<file path="config.mk">
export PLATFORM = sky130hd
export DESIGN_NAME = uart_tx_arbiter_flat
export DESIGN_NICKNAME = d
export VERILOG_FILES = /design/src/rtl/uart_pkg.sv /design/src/rtl/uart_tx_arbiter_if.sv /design/src/rtl/rr_pick.sv /design/src/rtl/uart_tx_arbiter.sv /design/src/flat_wrapper.sv
export SDC_FILE = /design/constraint.sdc
export NUM_CORES = 1
export LEC_CHECK = 0
export CAP_MARGIN = 15
export CORE_ASPECT_RATIO = 0.5
export CORE_MARGIN = 1
export CORE_UTILIZATION = 55
export CTS_CLUSTER_SIZE = 28
export DETAILED_ROUTE_END_ITERATION = 8
export HOLD_SLACK_MARGIN = 0.15
export PLACE_DENSITY = 0.87
export SETUP_SLACK_MARGIN = 0.05
export SYNTH_ARGS = -nofsm -noshare
export SYNTH_HDL_FRONTEND = slang
export SYNTH_HIERARCHICAL = 1
export SYNTH_SLANG_ARGS = --single-unit
export TNS_END_PERCENT = 1
</file>
<file path="constraint.sdc">
create_clock -name clk -period 6.55 [get_ports clk]
set_clock_uncertainty 0.05 [all_clocks]
set_input_delay 0.9825 -clock clk [delete_from_list [all_inputs] [get_ports clk]]
set_output_delay 0.9825 -clock clk [all_outputs]
set_load 0.01 [all_outputs]
</file>
<file path="src/rtl/uart_pkg.sv">
// Shared definitions for the UART transmit arbiter: FSM encoding, line timing
// constants and default timeouts.
package uart_pkg;

  typedef enum logic [1:0] {
    IDLE      = 2'd0,
    WAIT_ACC  = 2'd1,
    WAIT_DONE = 2'd2,
    HOLD      = 2'd3
  } arb_state_t;

  localparam int CLK_HZ           = 100_000_000;
  localparam int BAUD             = 9600;
  localparam int CYCLES_PER_BIT   = (CLK_HZ + BAUD / 2) / BAUD;
  localparam int DEF_HOLD_TIMEOUT = 1_000_000;
  localparam int DEF_ACC_TIMEOUT  = 16;

  // Index width that stays legal for a single requester.
  function automatic int idx_w(input int n);
    return (n > 1) ? $clog2(n) : 1;
  endfunction

endpackage

</file>
<file path="src/rtl/uart_tx_arbiter_if.sv">
// Requester and serialiser handshake bundle of the UART transmit arbiter.
interface uart_tx_arbiter_if import uart_pkg::*; #(
  parameter int N_REQ = 4
);
  localparam int IW = idx_w(N_REQ);

  logic [N_REQ-1:0]   req;
  logic [N_REQ-1:0]   req_last;
  logic [8*N_REQ-1:0] req_data;
  logic [N_REQ-1:0]   ack;
  logic               tx_start;
  logic [7:0]         tx_data;
  logic               tx_busy;
  logic [IW-1:0]      owner;
  logic               locked;
  logic               acc_err;

  modport slave (
    input  req, req_last, req_data, tx_busy,
    output ack, tx_start, tx_data, owner, locked, acc_err
  );

  modport master (
    output req, req_last, req_data, tx_busy,
    input  ack, tx_start, tx_data, owner, locked, acc_err
  );
endinterface

</file>
<file path="src/rtl/rr_pick.sv">
// Combinational round-robin picker: first set request at or after ptr, with wrap.
module rr_pick #(
  parameter int N  = 4,
  parameter int IW = 2
) (
  input  logic [N-1:0]  req,
  input  logic [IW-1:0] ptr,
  output logic [N-1:0]  grant,
  output logic [IW-1:0] idx,
  output logic          any
);
  logic [IW-1:0] pos;

  always_comb begin
    grant = '0;
    idx   = '0;
    any   = 1'b0;
    pos   = '0;
    for (int k = 0; k < N; k++) begin
      pos = IW'((int'(ptr) + k) % N);
      if (!any && req[pos]) begin
        any        = 1'b1;
        grant[pos] = 1'b1;
        idx        = pos;
      end
    end
  end
endmodule

</file>
<file path="src/rtl/uart_tx_arbiter.sv">
// Round-robin arbiter sharing one byte-wide UART serialiser between N_REQ
// requesters, with per-message locking and serialiser-acceptance timeout.
module uart_tx_arbiter import uart_pkg::*; #(
  parameter int N_REQ        = 4,
  parameter int HOLD_TIMEOUT = DEF_HOLD_TIMEOUT,
  parameter int ACC_TIMEOUT  = DEF_ACC_TIMEOUT
) (
  input logic              clk,
  input logic              reset,
  uart_tx_arbiter_if.slave bus
);
  localparam int IW = idx_w(N_REQ);
  localparam int HW = $clog2(HOLD_TIMEOUT + 1);
  localparam int AW = $clog2(ACC_TIMEOUT + 1);

  arb_state_t       state, state_nxt;
  logic [IW-1:0]    rr_ptr, rr_ptr_nxt;
  logic [IW-1:0]    owner_r, owner_nxt;
  logic             locked_r, locked_nxt;
  logic [N_REQ-1:0] ack_r, ack_nxt;
  logic             tx_start_r, tx_start_nxt;
  logic [7:0]       tx_data_r, tx_data_nxt;
  logic             acc_err_r, acc_err_nxt;
  logic [AW-1:0]    acc_cnt, acc_cnt_nxt;
  logic [HW-1:0]    hold_cnt, hold_cnt_nxt;

  logic [N_REQ-1:0] pick_grant;
  logic [IW-1:0]    pick_idx;
  logic             pick_any;

  logic             issue_idle, issue_hold, acc_to, byte_done, hold_to;
  logic [IW-1:0]    win_idx, ptr_after;

  rr_pick #(.N(N_REQ), .IW(IW)) u_pick (
    .req   (bus.req),
    .ptr   (rr_ptr),
    .grant (pick_grant),
    .idx   (pick_idx),
    .any   (pick_any)
  );

  // A new byte is never launched while the serialiser still reports busy,
  // which also covers a byte left in flight across a reset.
  assign issue_idle = (state == IDLE) && pick_any && !bus.tx_busy;
  assign issue_hold = (state == HOLD) && bus.req[owner_r] && !bus.tx_busy;
  assign acc_to     = (state == WAIT_ACC) && !bus.tx_busy &&
                      (acc_cnt == AW'(ACC_TIMEOUT - 1));
  assign byte_done  = acc_to || ((state == WAIT_DONE) && !bus.tx_busy);
  assign hold_to    = (state == HOLD) && !issue_hold &&
                      (hold_cnt == HW'(HOLD_TIMEOUT - 1));
  assign win_idx    = (state == HOLD) ? owner_r : pick_idx;
  assign ptr_after  = (owner_r == IW'(N_REQ - 1)) ? '0 : owner_r + 1'b1;

  always_ff @(posedge clk) begin
    if (reset) begin
      state      <= IDLE;
      rr_ptr     <= '0;
      owner_r    <= '0;
      locked_r   <= 1'b0;
      ack_r      <= '0;
      tx_start_r <= 1'b0;
      tx_data_r  <= '0;
      acc_err_r  <= 1'b0;
      acc_cnt    <= '0;
      hold_cnt   <= '0;
    end else begin
      state      <= state_nxt;
      rr_ptr     <= rr_ptr_nxt;
      owner_r    <= owner_nxt;
      locked_r   <= locked_nxt;
      ack_r      <= ack_nxt;
      tx_start_r <= tx_start_nxt;
      tx_data_r  <= tx_data_nxt;
      acc_err_r  <= acc_err_nxt;
      acc_cnt    <= acc_cnt_nxt;
      hold_cnt   <= hold_cnt_nxt;
    end
  end

  always_comb begin
    state_nxt = state;
    case (state)
      IDLE:      if (issue_idle) state_nxt = WAIT_ACC;
      WAIT_ACC: begin
        if (bus.tx_busy)  state_nxt = WAIT_DONE;
        else if (acc_to)  state_nxt = locked_r ? HOLD : IDLE;
      end
      WAIT_DONE: if (!bus.tx_busy) state_nxt = locked_r ? HOLD : IDLE;
      HOLD: begin
        if (issue_hold)   state_nxt = WAIT_ACC;
        else if (hold_to) state_nxt = IDLE;
      end
      default:           state_nxt = IDLE;
    endcase
  end

  always_comb begin
    ack_nxt      = '0;
    tx_start_nxt = 1'b0;
    tx_data_nxt  = tx_data_r;
    owner_nxt    = owner_r;
    locked_nxt   = locked_r;
    rr_ptr_nxt   = rr_ptr;
    acc_err_nxt  = acc_err_r;
    acc_cnt_nxt  = acc_cnt;
    hold_cnt_nxt = hold_cnt;

    if (issue_idle || issue_hold) begin
      if (issue_idle) ack_nxt = pick_grant;
      else            ack_nxt[owner_r] = 1'b1;
      tx_start_nxt = 1'b1;
      tx_data_nxt  = bus.req_data[{win_idx, 3'b000} +: 8];
      owner_nxt    = win_idx;
      locked_nxt   = ~bus.req_last[win_idx];
      acc_cnt_nxt  = '0;
    end

    if ((state == WAIT_ACC) && !bus.tx_busy && !acc_to)
      acc_cnt_nxt = acc_cnt + 1'b1;
    if (acc_to)
      acc_err_nxt = 1'b1;

    if (byte_done) begin
      hold_cnt_nxt = '0;
      if (!locked_r) rr_ptr_nxt = ptr_after;
    end

    // An idle owner loses its lock and the pointer moves past it.
    if ((state == HOLD) && !issue_hold) begin
      if (hold_to) begin
        locked_nxt = 1'b0;
        rr_ptr_nxt = ptr_after;
      end else begin
        hold_cnt_nxt = hold_cnt + 1'b1;
      end
    end
  end

  assign bus.ack      = ack_r;
  assign bus.tx_start = tx_start_r;
  assign bus.tx_data  = tx_data_r;
  assign bus.owner    = owner_r;
  assign bus.locked   = locked_r;
  assign bus.acc_err  = acc_err_r;

endmodule

</file>
<file path="src/flat_wrapper.sv">
// flat-port wrapper written by rule: the top's interface ports become plain ports
module uart_tx_arbiter_flat import uart_pkg::*;
#(
  parameter int N_REQ        = 4,
  parameter int HOLD_TIMEOUT = DEF_HOLD_TIMEOUT,
  parameter int ACC_TIMEOUT  = DEF_ACC_TIMEOUT
)
  (clk, reset, bus_req, bus_req_last, bus_req_data, bus_tx_busy, bus_ack, bus_tx_start, bus_tx_data, bus_owner, bus_locked, bus_acc_err);
  uart_tx_arbiter_if #(.N_REQ(N_REQ)) bus_i ();
  input logic clk;
  input logic reset;
  input wire logic [$bits(bus_i.req)-1:0] bus_req;
  input wire logic [$bits(bus_i.req_last)-1:0] bus_req_last;
  input wire logic [$bits(bus_i.req_data)-1:0] bus_req_data;
  input wire logic [$bits(bus_i.tx_busy)-1:0] bus_tx_busy;
  output wire logic [$bits(bus_i.ack)-1:0] bus_ack;
  output wire logic [$bits(bus_i.tx_start)-1:0] bus_tx_start;
  output wire logic [$bits(bus_i.tx_data)-1:0] bus_tx_data;
  output wire logic [$bits(bus_i.owner)-1:0] bus_owner;
  output wire logic [$bits(bus_i.locked)-1:0] bus_locked;
  output wire logic [$bits(bus_i.acc_err)-1:0] bus_acc_err;
  assign bus_i.req = bus_req;
  assign bus_i.req_last = bus_req_last;
  assign bus_i.req_data = bus_req_data;
  assign bus_i.tx_busy = bus_tx_busy;
  assign bus_ack = bus_i.ack;
  assign bus_tx_start = bus_i.tx_start;
  assign bus_tx_data = bus_i.tx_data;
  assign bus_owner = bus_i.owner;
  assign bus_locked = bus_i.locked;
  assign bus_acc_err = bus_i.acc_err;
  uart_tx_arbiter #(.N_REQ(N_REQ), .HOLD_TIMEOUT(HOLD_TIMEOUT), .ACC_TIMEOUT(ACC_TIMEOUT)) u_core (.clk(clk), .reset(reset), .bus(bus_i));
endmodule
</file>
==> results.md, run 1 <==
Worst setup path:
- In this design, the stage delay of the slowest critical-path cell is 0.78 ns.
- The signal on the critical path passes through clkdlybuf4s50_1 -> mux4_1 -> nor4b_4 -> nor2_1 -> a32o_1 -> mux2i_1 -> mux4_2 -> a2111oi_0.
- For the worst setup path, the data arrival time is 4.60 ns.
- The kind of critical path is input port to register.
- The kind of end point of the critical path is a register.
- The worst setup path is launched from an input port.
- Counting both buffers and inverters, the worst setup path holds a total of 1.
- The slowest stage of the critical path belongs to the cell sky130_fd_sc_hd__mux4_1.
- Among cell families on the critical path, the largest total delay comes from multiplexers.
- The largest driver fanout on the critical path is 13.
- Data on the critical path is required at its endpoint by 6.67 ns.

Power and ir drop:
- The total net switching power is 0.186 mW.
- The design internal power is 0.488 mW.
- The share of power burned in combinational logic is 0.236.
- Of the total power, the share spent switching nets is 0.276.
- The share of total power dissipated in sequential elements is 0.456.
- Dividing total power by cell area gives a power density of 191 nW/µm².
- The share of total power in the clock network is 0.308.
- The worst-case IR drop observed on VDD is 105 µV.
- The overall power after layout is 0.674 mW.
- The leakage power figure is 1.23 nW.

Global route:
- The total congestion overflow is 0.
- The maximum number of pins on one net before global-route repair is 33.
- The number of antenna violations at the first check in global routing is 0.
- The first global-routing pass estimated 11.1 mm of wire.
- The total routing resource utilization after global routing is 0.267.
- The number of global-route vias before repair came to 2429.

Cells and area:
- The count of nets after finishing is 415.
- The repair_antennas step left the layout with diodes totalling 0.
- The area taken by multi-input logic gates is 1770 µm².
- Across the whole layout, storage elements account for 921 µm².
- The share of cells above drive strength 1 is 0.0914.
- Relative to the synthesized area, the layout overhead comes to 25.5%.
- After filler insertion, the fill cell instance count of the layout stands at 324.

Run:
- The number of maximum-capacitance violations is 0.

Floorplanning:
- In this run the standard cell core region covers 4660 µm².
- The die covers 5430 µm².
- Pin placement for this block handled 60 I/O pins.
- In this run the horizontal extent of the chip is 103 µm.
- The number of placement rows is 17.
- The initial utilization of the core area, before any placement, comes to 0.605.
- From bottom edge to top edge, the die measures 52.6 µm.

Timing:
- In this run the tightest slew margin relative to its limit is 0.256.
- The final number of setup-violating endpoints is 0.
- After routing, the total negative slack on setup checks comes to 0 ns.
- The max-slew violation count is 0.
- At the pin with the least slew margin, the transition time is 1.11 ns.
- The upper clock frequency limit is 223 MHz.
- Setup repair after global routing left no endpoint under its margin.
- The clock period could shrink to 4.48 ns.
- Of the available clock period, the critical path in the final layout requires 0.684.
- Setup slack closes at 2.07 ns.
- The total count of hold-check failures in the final report is 0.

Clocking:
- The number of post-CTS setup repair buffers is 0.
- TritonCTS created 5 clock buffers.
- Hold repair after CTS inserted 0 buffers.
- The H-tree was split into 2 levels.
- No sink is reached through more buffers than the 2 on the longest clock path.
- The clock transition at the registers of the reported paths is 0.09 ns.
- The clock latency at the later pin of the worst-skew pair is 0.30 ns.
- The number of gates resized after CTS was 0.
- The TritonCTS clock tree is built.
- The number of clock sinks is 46.
- The clock root buffer is sky130_fd_sc_hd__clkbuf_8.

Placed design:
- The setup slack at placement is 1.77 ns.
- The count of buffers added on input and output ports is 59.
- The detailed placer's ending HPWL is 4.96 mm.
- The final estimated routing congestion in global placement is 0.835.

Synthesis:
- Yosys attributes the largest share of cell area to sky130_fd_sc_hd__dfxtp_1, sky130_fd_sc_hd__mux4_2, sky130_fd_sc_hd__ha_1, sky130_fd_sc_hd__nor2_1, sky130_fd_sc_hd__nand2_1.
- The cell taking the most area after synthesis is sky130_fd_sc_hd__dfxtp_1.
- By count the netlist is led by sky130_fd_sc_hd__dfxtp_1, sky130_fd_sc_hd__nor2_1, sky130_fd_sc_hd__nand2_1, sky130_fd_sc_hd__a21oi_1, sky130_fd_sc_hd__clkbuf_1.
- The number of flip-flops and latches in the synthesized netlist is 46.
- The count of yosys warnings during synthesis is 6.
- After synthesis, the mean cell area works out to 9.12 µm².
- The post-synth net total is 364.
- For this run, the leading register cell type out of synthesis is sky130_fd_sc_hd__dfxtp_1.
- Of all flip-flops after synthesis, the portion carrying an async set or reset was 0.
- Yosys mapped a number of flops with a built-in enable equal to 0.
- For this run, the register share of the synthesized area comes to 0.327.
- After synthesis the cells add up to 2820 µm².
- Of the post-synthesis cell area, the dominant cell type holds 0.327.
- The number of distinct standard cells referenced by the synthesized netlist is 60.
- Synthesis produced 309 cells.
- The most common cell in the synthesized netlist is sky130_fd_sc_hd__dfxtp_1.

Worst hold path:
- The worst hold-check path type is register to register.

Routing:
- After detailed routing, the number of remaining DRC violations is 0.
- Detailed routing inserted a total of 2648 vias.
- The count of TritonRoute iterations in the first routing pass is 7.
- The number of vias per cell after detailed routing is 6.20.
- After detailed routing, the total wire length is 6.82 mm.
- The DRC violation total after the first TritonRoute iteration is 172.
- The number of nets with antenna violations after routing is 0.
- Dividing the detail-routed wire length by the instance count gives 16.0 µm.

Status:
- The run finished with clean final reports.
per-stage QoR:
step / utilization / cells / cell area, µm² / hold WS (ns)
floorplan: - / 309 / 2820 / 0.394
global placement: 0.736 / 419 / 3430 / 0.390
detailed placement: 0.736 / 419 / 3430 / 0.402
CTS: 0.759 / 427 / 3540 / 0.413
global route: 0.759 / 427 / 3540 / 0.439
finish: 0.759 / 427 / 3540 / 0.409
final timing paths:
kind | startpoint | end | slack (ns) | cells after the start
setup / recovery | bus_req[2] | u_core/bus.locked$_SDFF_PP0_ | 2.07 | 8
setup reg to reg | u_core/rr_ptr[0]$_SDFF_PP0_ | u_core/bus.locked$_SDFF_PP0_ | 2.40 | 9
hold reg to reg | u_core/bus.tx_data[0]$_SDFFE_PP0N_ | u_core/bus.tx_data[0]$_SDFFE_PP0N_ | 0.41 | 2
hold / removal | u_core/bus.tx_data[0]$_SDFFE_PP0N_ | u_core/bus.tx_data[0]$_SDFFE_PP0N_ | 0.41 | 2
cells by family after synthesis:
family	Yosys count	share of synthesized area
XOR/XNOR	13	0.0404
adder cells (fa/ha/maj)	12	0.0533
flip-flops	46	0.327
AO/OA/AOI/OAI	68	0.164
multiplexers	24	0.151
buffers and inverters	28	0.0435
AND/OR/NAND/NOR	118	0.221
layer usage:
metal / vias up / routed length, µm / track usage
met1: 1254 / 2950 / 0.320
li1: 1267 / - / -
met3: 10 / 545 / 0.0693
met5: - / 0 / 0
met4: 0 / 79 / 0.0892
met2: 117 / 3250 / 0.472
worst reg2reg max path, delay by kind of cell (launching register included):
kind,cells,cell delay [ns]
DFF,1,0.70
adders and majority gates,1,0.39
and+or+nand+nor,2,0.52
muxes,3,1.60
AOI/OAI and AO/OA,2,0.61
buffers and inverters,1,0.16
registers in the layout (all words and copies together) (netlist names):
signal / flops
u_core/acc_cnt: 5
u_core/bus.acc_err: 1
u_core/bus.ack: 4
u_core/bus.locked: 1
u_core/bus.owner: 2
u_core/bus.tx_data: 8
u_core/bus.tx_start: 1
u_core/hold_cnt: 20
u_core/rr_ptr: 2
u_core/state: 2
cell type report:
class                           count  area share
Inverter                           10      0.0106
Timing Repair Buffer               62       0.173
Clock inverter                      3      0.0113
Clock buffer                        5      0.0195
Tap cell                           66      0.0233
Multi-Input combinational cell    235       0.502
Sequential cell                    46       0.260
layout by cell type (no fill, tap or decap), types with 2 or more instances in the layout:
cell                               n
sky130_fd_sc_hd__mux2_2            2
sky130_fd_sc_hd__clkinv_2          2
sky130_fd_sc_hd__and2_1            2
sky130_fd_sc_hd__or4_1             4
sky130_fd_sc_hd__and3_1            3
sky130_fd_sc_hd__nor2_1           32
sky130_fd_sc_hd__o211ai_1          5
sky130_fd_sc_hd__nand3_1           8
sky130_fd_sc_hd__or3_1             3
sky130_fd_sc_hd__nand2b_1          4
sky130_fd_sc_hd__o21ai_0          11
sky130_fd_sc_hd__nor2b_1           2
sky130_fd_sc_hd__o31ai_1           3
sky130_fd_sc_hd__xor2_1            5
sky130_fd_sc_hd__or2_2             2
sky130_fd_sc_hd__ha_1             12
sky130_fd_sc_hd__mux4_2           10
sky130_fd_sc_hd__nand4_1           5
sky130_fd_sc_hd__nand2_1          26
sky130_fd_sc_hd__dfxtp_1          46
sky130_fd_sc_hd__a31oi_1           2
sky130_fd_sc_hd__a32oi_1           4
sky130_fd_sc_hd__nor4_1            7
sky130_fd_sc_hd__a21oi_1          18
sky130_fd_sc_hd__nor3_1            8
sky130_fd_sc_hd__inv_1            10
sky130_fd_sc_hd__mux2i_1           7
sky130_fd_sc_hd__clkbuf_8          5
sky130_fd_sc_hd__and4_1            2
sky130_fd_sc_hd__xnor2_1           8
sky130_fd_sc_hd__mux4_1            3
sky130_fd_sc_hd__nor4b_1           2
sky130_fd_sc_hd__nand3b_1          2
sky130_fd_sc_hd__buf_4             3
sky130_fd_sc_hd__clkdlybuf4s50_1  59
sky130_fd_sc_hd__a211oi_1          2
sky130_fd_sc_hd__a22oi_1           8
power groups by stage:
stage                     Sequential [mW]  Clock (mW)  Combinational, mW
after CTS                           0.307       0.209              0.157
after detailed placement            0.313           0              0.156
final                               0.307       0.208              0.159
after global routing                0.309       0.221              0.170
after global placement              0.313           0              0.149
after floorplan                     0.310           0             0.0946
No activity file was read; power rests on OpenSTA's default activity.
==> run 2: changes to the inputs <==
--- a/config.mk
+++ b/config.mk
@@ -8,11 +8,11 @@
 export CAP_MARGIN = 15
 export CORE_ASPECT_RATIO = 0.5
 export CORE_MARGIN = 1
-export CORE_UTILIZATION = 55
+export CORE_UTILIZATION = 51
 export CTS_CLUSTER_SIZE = 28
 export DETAILED_ROUTE_END_ITERATION = 8
 export HOLD_SLACK_MARGIN = 0.15
-export PLACE_DENSITY = 0.87
+export PLACE_DENSITY = 0.82
 export SETUP_SLACK_MARGIN = 0.05
 export SYNTH_ARGS = -nofsm -noshare
 export SYNTH_HDL_FRONTEND = slang
==> constraint.sdc (replaced) <==
create_clock -name clk -period 4.21 [get_ports clk]
set_clock_uncertainty 0.05 [all_clocks]
set_input_delay 0.6315 -clock clk [delete_from_list [all_inputs] [get_ports clk]]
set_output_delay 0.6315 -clock clk [all_outputs]
set_load 0.01 [all_outputs]
==> results.md, run 2 (synthesized netlist as in run 1, its figures left out) <==
Floorplanning:
- The initial cell density of the core came to 0.551 (-0.0537).
- The area of the core is 5110 µm² (+9.8%).
- The die footprint is 5840 µm² (+7.6%).
- The top-level I/O count is 60 (unchanged).
- The die height is 54.6 µm (+3.7%).
- The number of placement rows is 18 (+1).
- The horizontal die dimension came to 107 µm (+3.8%).

Routing:
- The number of vias in the routed layout is 2633 (-0.57%).
- The routed wire length is 6.81 mm (-0.10%).
- The count of TritonRoute iterations in the first routing pass is 5 (-2).
- The number of nets with antenna violations after routing came to 0 (unchanged).
- The DRC violation total after the first TritonRoute iteration came to 178 (+3.5%).
- The DRC violations left is 0 (unchanged).
- The number of vias per cell after detailed routing is 6.05 (-2.4%).
- The average routed wire per standard cell was 15.7 µm (-1.9%).

Timing:
- Setup repair after global routing left no endpoint under its margin.
- The accumulated negative setup slack is 0 ns (unchanged).
- The max-slew violation count is 0 (unchanged).
- Of the available clock period, the critical path in the final layout requires 0.881.
- The final number of setup-violating endpoints is 0 (unchanged).
- The tightest hold margin is 0.402 ns (-0.00710 ns).
- The minimum period implied by the final worst setup slack is 3.71 ns.
- The total count of hold-check failures in the final report is 0 (unchanged).
- The upper clock frequency limit is 270 MHz.
- The transition time at the pin with the least slew margin came to 0.896 ns (-0.216 ns).
- The worst-case headroom to the max-slew limit is 0.394 (+0.138).
- The final setup slack of the worst path is 0.502 ns (-1.57 ns).

Worst hold path:
- The worst hold-check path type is register to register.
- The hold path depth is 2 (unchanged).
- The start point of the worst hold path is u_core/bus.tx_data[0]$_SDFFE_PP0N_.
- For hold timing, the worst endpoint is u_core/bus.tx_data[0]$_SDFFE_PP0N_.

Worst setup path:
- The family of cells with the greatest summed delay on the critical path is multiplexers.
- The critical path goes through inv_1 -> ha_1 -> mux4_2 -> and2b_2 -> o21ai_0 -> o31ai_1 -> mux2i_2 -> mux4_2 -> a2111oi_0.
- The number of buffer and inverter stages on the critical path was 1 (unchanged).
- The required time of the critical path was 4.33 ns (-2.34 ns).
- The arrival time at the worst endpoint is 3.83 ns (-0.77 ns).
- The critical register-to-register path endpoint is u_core/bus.locked$_SDFF_PP0_.
- The critical path is of the register to register type.
- The largest driver fanout on the critical path is 14 (+1).
- The worst reg-to-reg path cell count is 9 (unchanged).
- The kind of end point of the critical path is a register.
- The cell that appears most often on the critical path is sky130_fd_sc_hd__mux4_2.
- The startpoint identified for the worst register-to-register timing path is u_core/rr_ptr[0]$_SDFF_PP0_.
- The flop-to-flop setup slack is 0.50 ns (-1.90 ns).
- The maximum single-stage delay on the critical path was 0.67 ns (-0.11 ns).
- The worst setup path is launched from a register.
- The slowest cell on the critical path is sky130_fd_sc_hd__dfxtp_1.

Clocking:
- The number of clock sinks is 46 (unchanged).
- The count of H-tree levels built during CTS is 2 (unchanged).
- The post-CTS resize count is 0 (unchanged).
- The count of hold buffers inserted by post-cts repair came to 0 (unchanged).
- The number of buffers inserted during clock tree synthesis was 5 (unchanged).
- Clock tree synthesis selected as its root buffer the cell sky130_fd_sc_hd__clkbuf_8.
- The clock latency at the later pin of the worst-skew pair is 0.30 ns (about the same).
- The clock transition at the registers of the reported paths was 0.08 ns (about the same).
- The deepest clock path buffer count was 2 (unchanged).
- The number of post-CTS setup repair buffers came to 0 (unchanged).
- The TritonCTS clock tree is built.

Global route:
- The total congestion overflow was 0 (unchanged).
- The maximum number of pins on one net before global-route repair is 33 (unchanged).
- The wire length of the first global-routing pass is 11.0 mm (-0.94%).
- The number of antenna violations at the first check in global routing was 0 (unchanged).
- The total routing resource utilization after global routing is 0.247 (-0.0206).
- The number of global-route vias before repair came to 2364 (-2.7%).

Cells and area:
- Leaving out fill and tap cells, the most frequent cell in the layout is sky130_fd_sc_hd__clkdlybuf4s50_1.
- The count of nets after finishing is 419 (+0.96%).
- The final core utilization is 0.695 (-0.0640).
- The share of cells above drive strength 1 is 0.0986 (+0.00722).
- Leaving out fill and tap cells, the most frequent cells in the layout are sky130_fd_sc_hd__clkdlybuf4s50_1, sky130_fd_sc_hd__dfxtp_1, sky130_fd_sc_hd__nor2_1.
- From synthesis to final layout, the design area changed by 26.2%.
- The number of flip-flops under the largest register name came to 20 (unchanged).
- The most flop-heavy register is u_core/hold_cnt.
- The antenna diode count was 0 (unchanged).

Placed design:
- The setup slack at placement is 0.376 ns (-1.40 ns).
- The count of buffers inserted at the top-level ports is 59 (unchanged).
- The final estimated routing congestion in global placement is 0.861 (+3.1%).
- The detailed placer's ending HPWL is 4.94 mm (-0.43%).

Power and ir drop:
- The overall power after layout came to 1.01 mW (+50%).
- The leakage power figure came to 1.24 nW (+0.71%).
- The power density relative to cell area is 284 nW/µm² (+49%).
- The maximum resistive drop on vdd is 197 µV (+88%).

Status:
- The run finished with clean final reports.

Run:
- The number of maximum-capacitance violations was 0 (unchanged).
==> run 2: changes by cell type in the layout (fill, tap and decap cells not counted), sizes merged <==
| cell | before | now |
|---|---|---|
| buf | 3 | 7 |
| clkbuf | 5 | 7 |
| bufinv | 1 | 0 |
| clkinv | 2 | 1 |
==> run 2: through the flow <==
stage	cells	area, µm²
detailed placement	427	3460
CTS	435	3550
global placement	427	3460
finish	435	3550
global route	435	3550
floorplan	309	2820
==> run 2: final cells by class <==
type,count,area (µm²)
multi-input combinational,235,1770
clock inverter,1,5.00
tap,70,87.6
clock buffer,7,86.3
sequential,46,921
inverter,10,37.5
timing repair buffer,66,643
fill,396,1560
==> run 2: layer usage <==
metal | GRT usage | share of wire | up-vias | wire length [µm]
met5 | 0 | 0 | - | 0
met4 | 0.0753 | 0.013 | 0 | 88
met3 | 0.0619 | 0.057 | 11 | 385
met2 | 0.454 | 0.50 | 97 | 3410
met1 | 0.295 | 0.43 | 1257 | 2930
li1 | - | - | 1268 | -
==> run 2: how the worst max path moves through the flow <==
| stage | start | end | slack, ns | cells after the start |
|---|---|---|---|---|
| 2_1_floorplan | u_core/rr_ptr[0]$_SDFF_PP0_ | u_core/bus.locked$_SDFF_PP0_ | 0.77 | 11 |
| 3_3_place_gp | bus_req[3] | u_core/bus.tx_data[5]$_SDFFE_PP0N_ | 0.50 | 10 |
| 3_5_place_dp | bus_req[3] | u_core/bus.locked$_SDFF_PP0_ | 0.38 | 8 |
| 4_1_cts | u_core/rr_ptr[0]$_SDFF_PP0_ | u_core/bus.locked$_SDFF_PP0_ | 0.54 | 9 |
| 5_1_grt | u_core/rr_ptr[0]$_SDFF_PP0_ | u_core/bus.locked$_SDFF_PP0_ | 0.19 | 9 |
| 6_report | u_core/rr_ptr[0]$_SDFF_PP0_ | u_core/bus.locked$_SDFF_PP0_ | 0.50 | 9 |
==> run 2: worst min-delay path, stage by stage, from the launching register on <==
cell                      delay [ns]
sky130_fd_sc_hd__dfxtp_1        0.31
sky130_fd_sc_hd__nand2_1        0.05
sky130_fd_sc_hd__a21oi_1        0.05
==> run 2: power breakdown <==
group	switching (mW)	internal, mW	leakage [nW]
clock	0.147	0.133	0.0482
combinational	0.116	0.136	0.816
sequential	0.0237	0.453	0.373
total	0.287	0.722	1.24
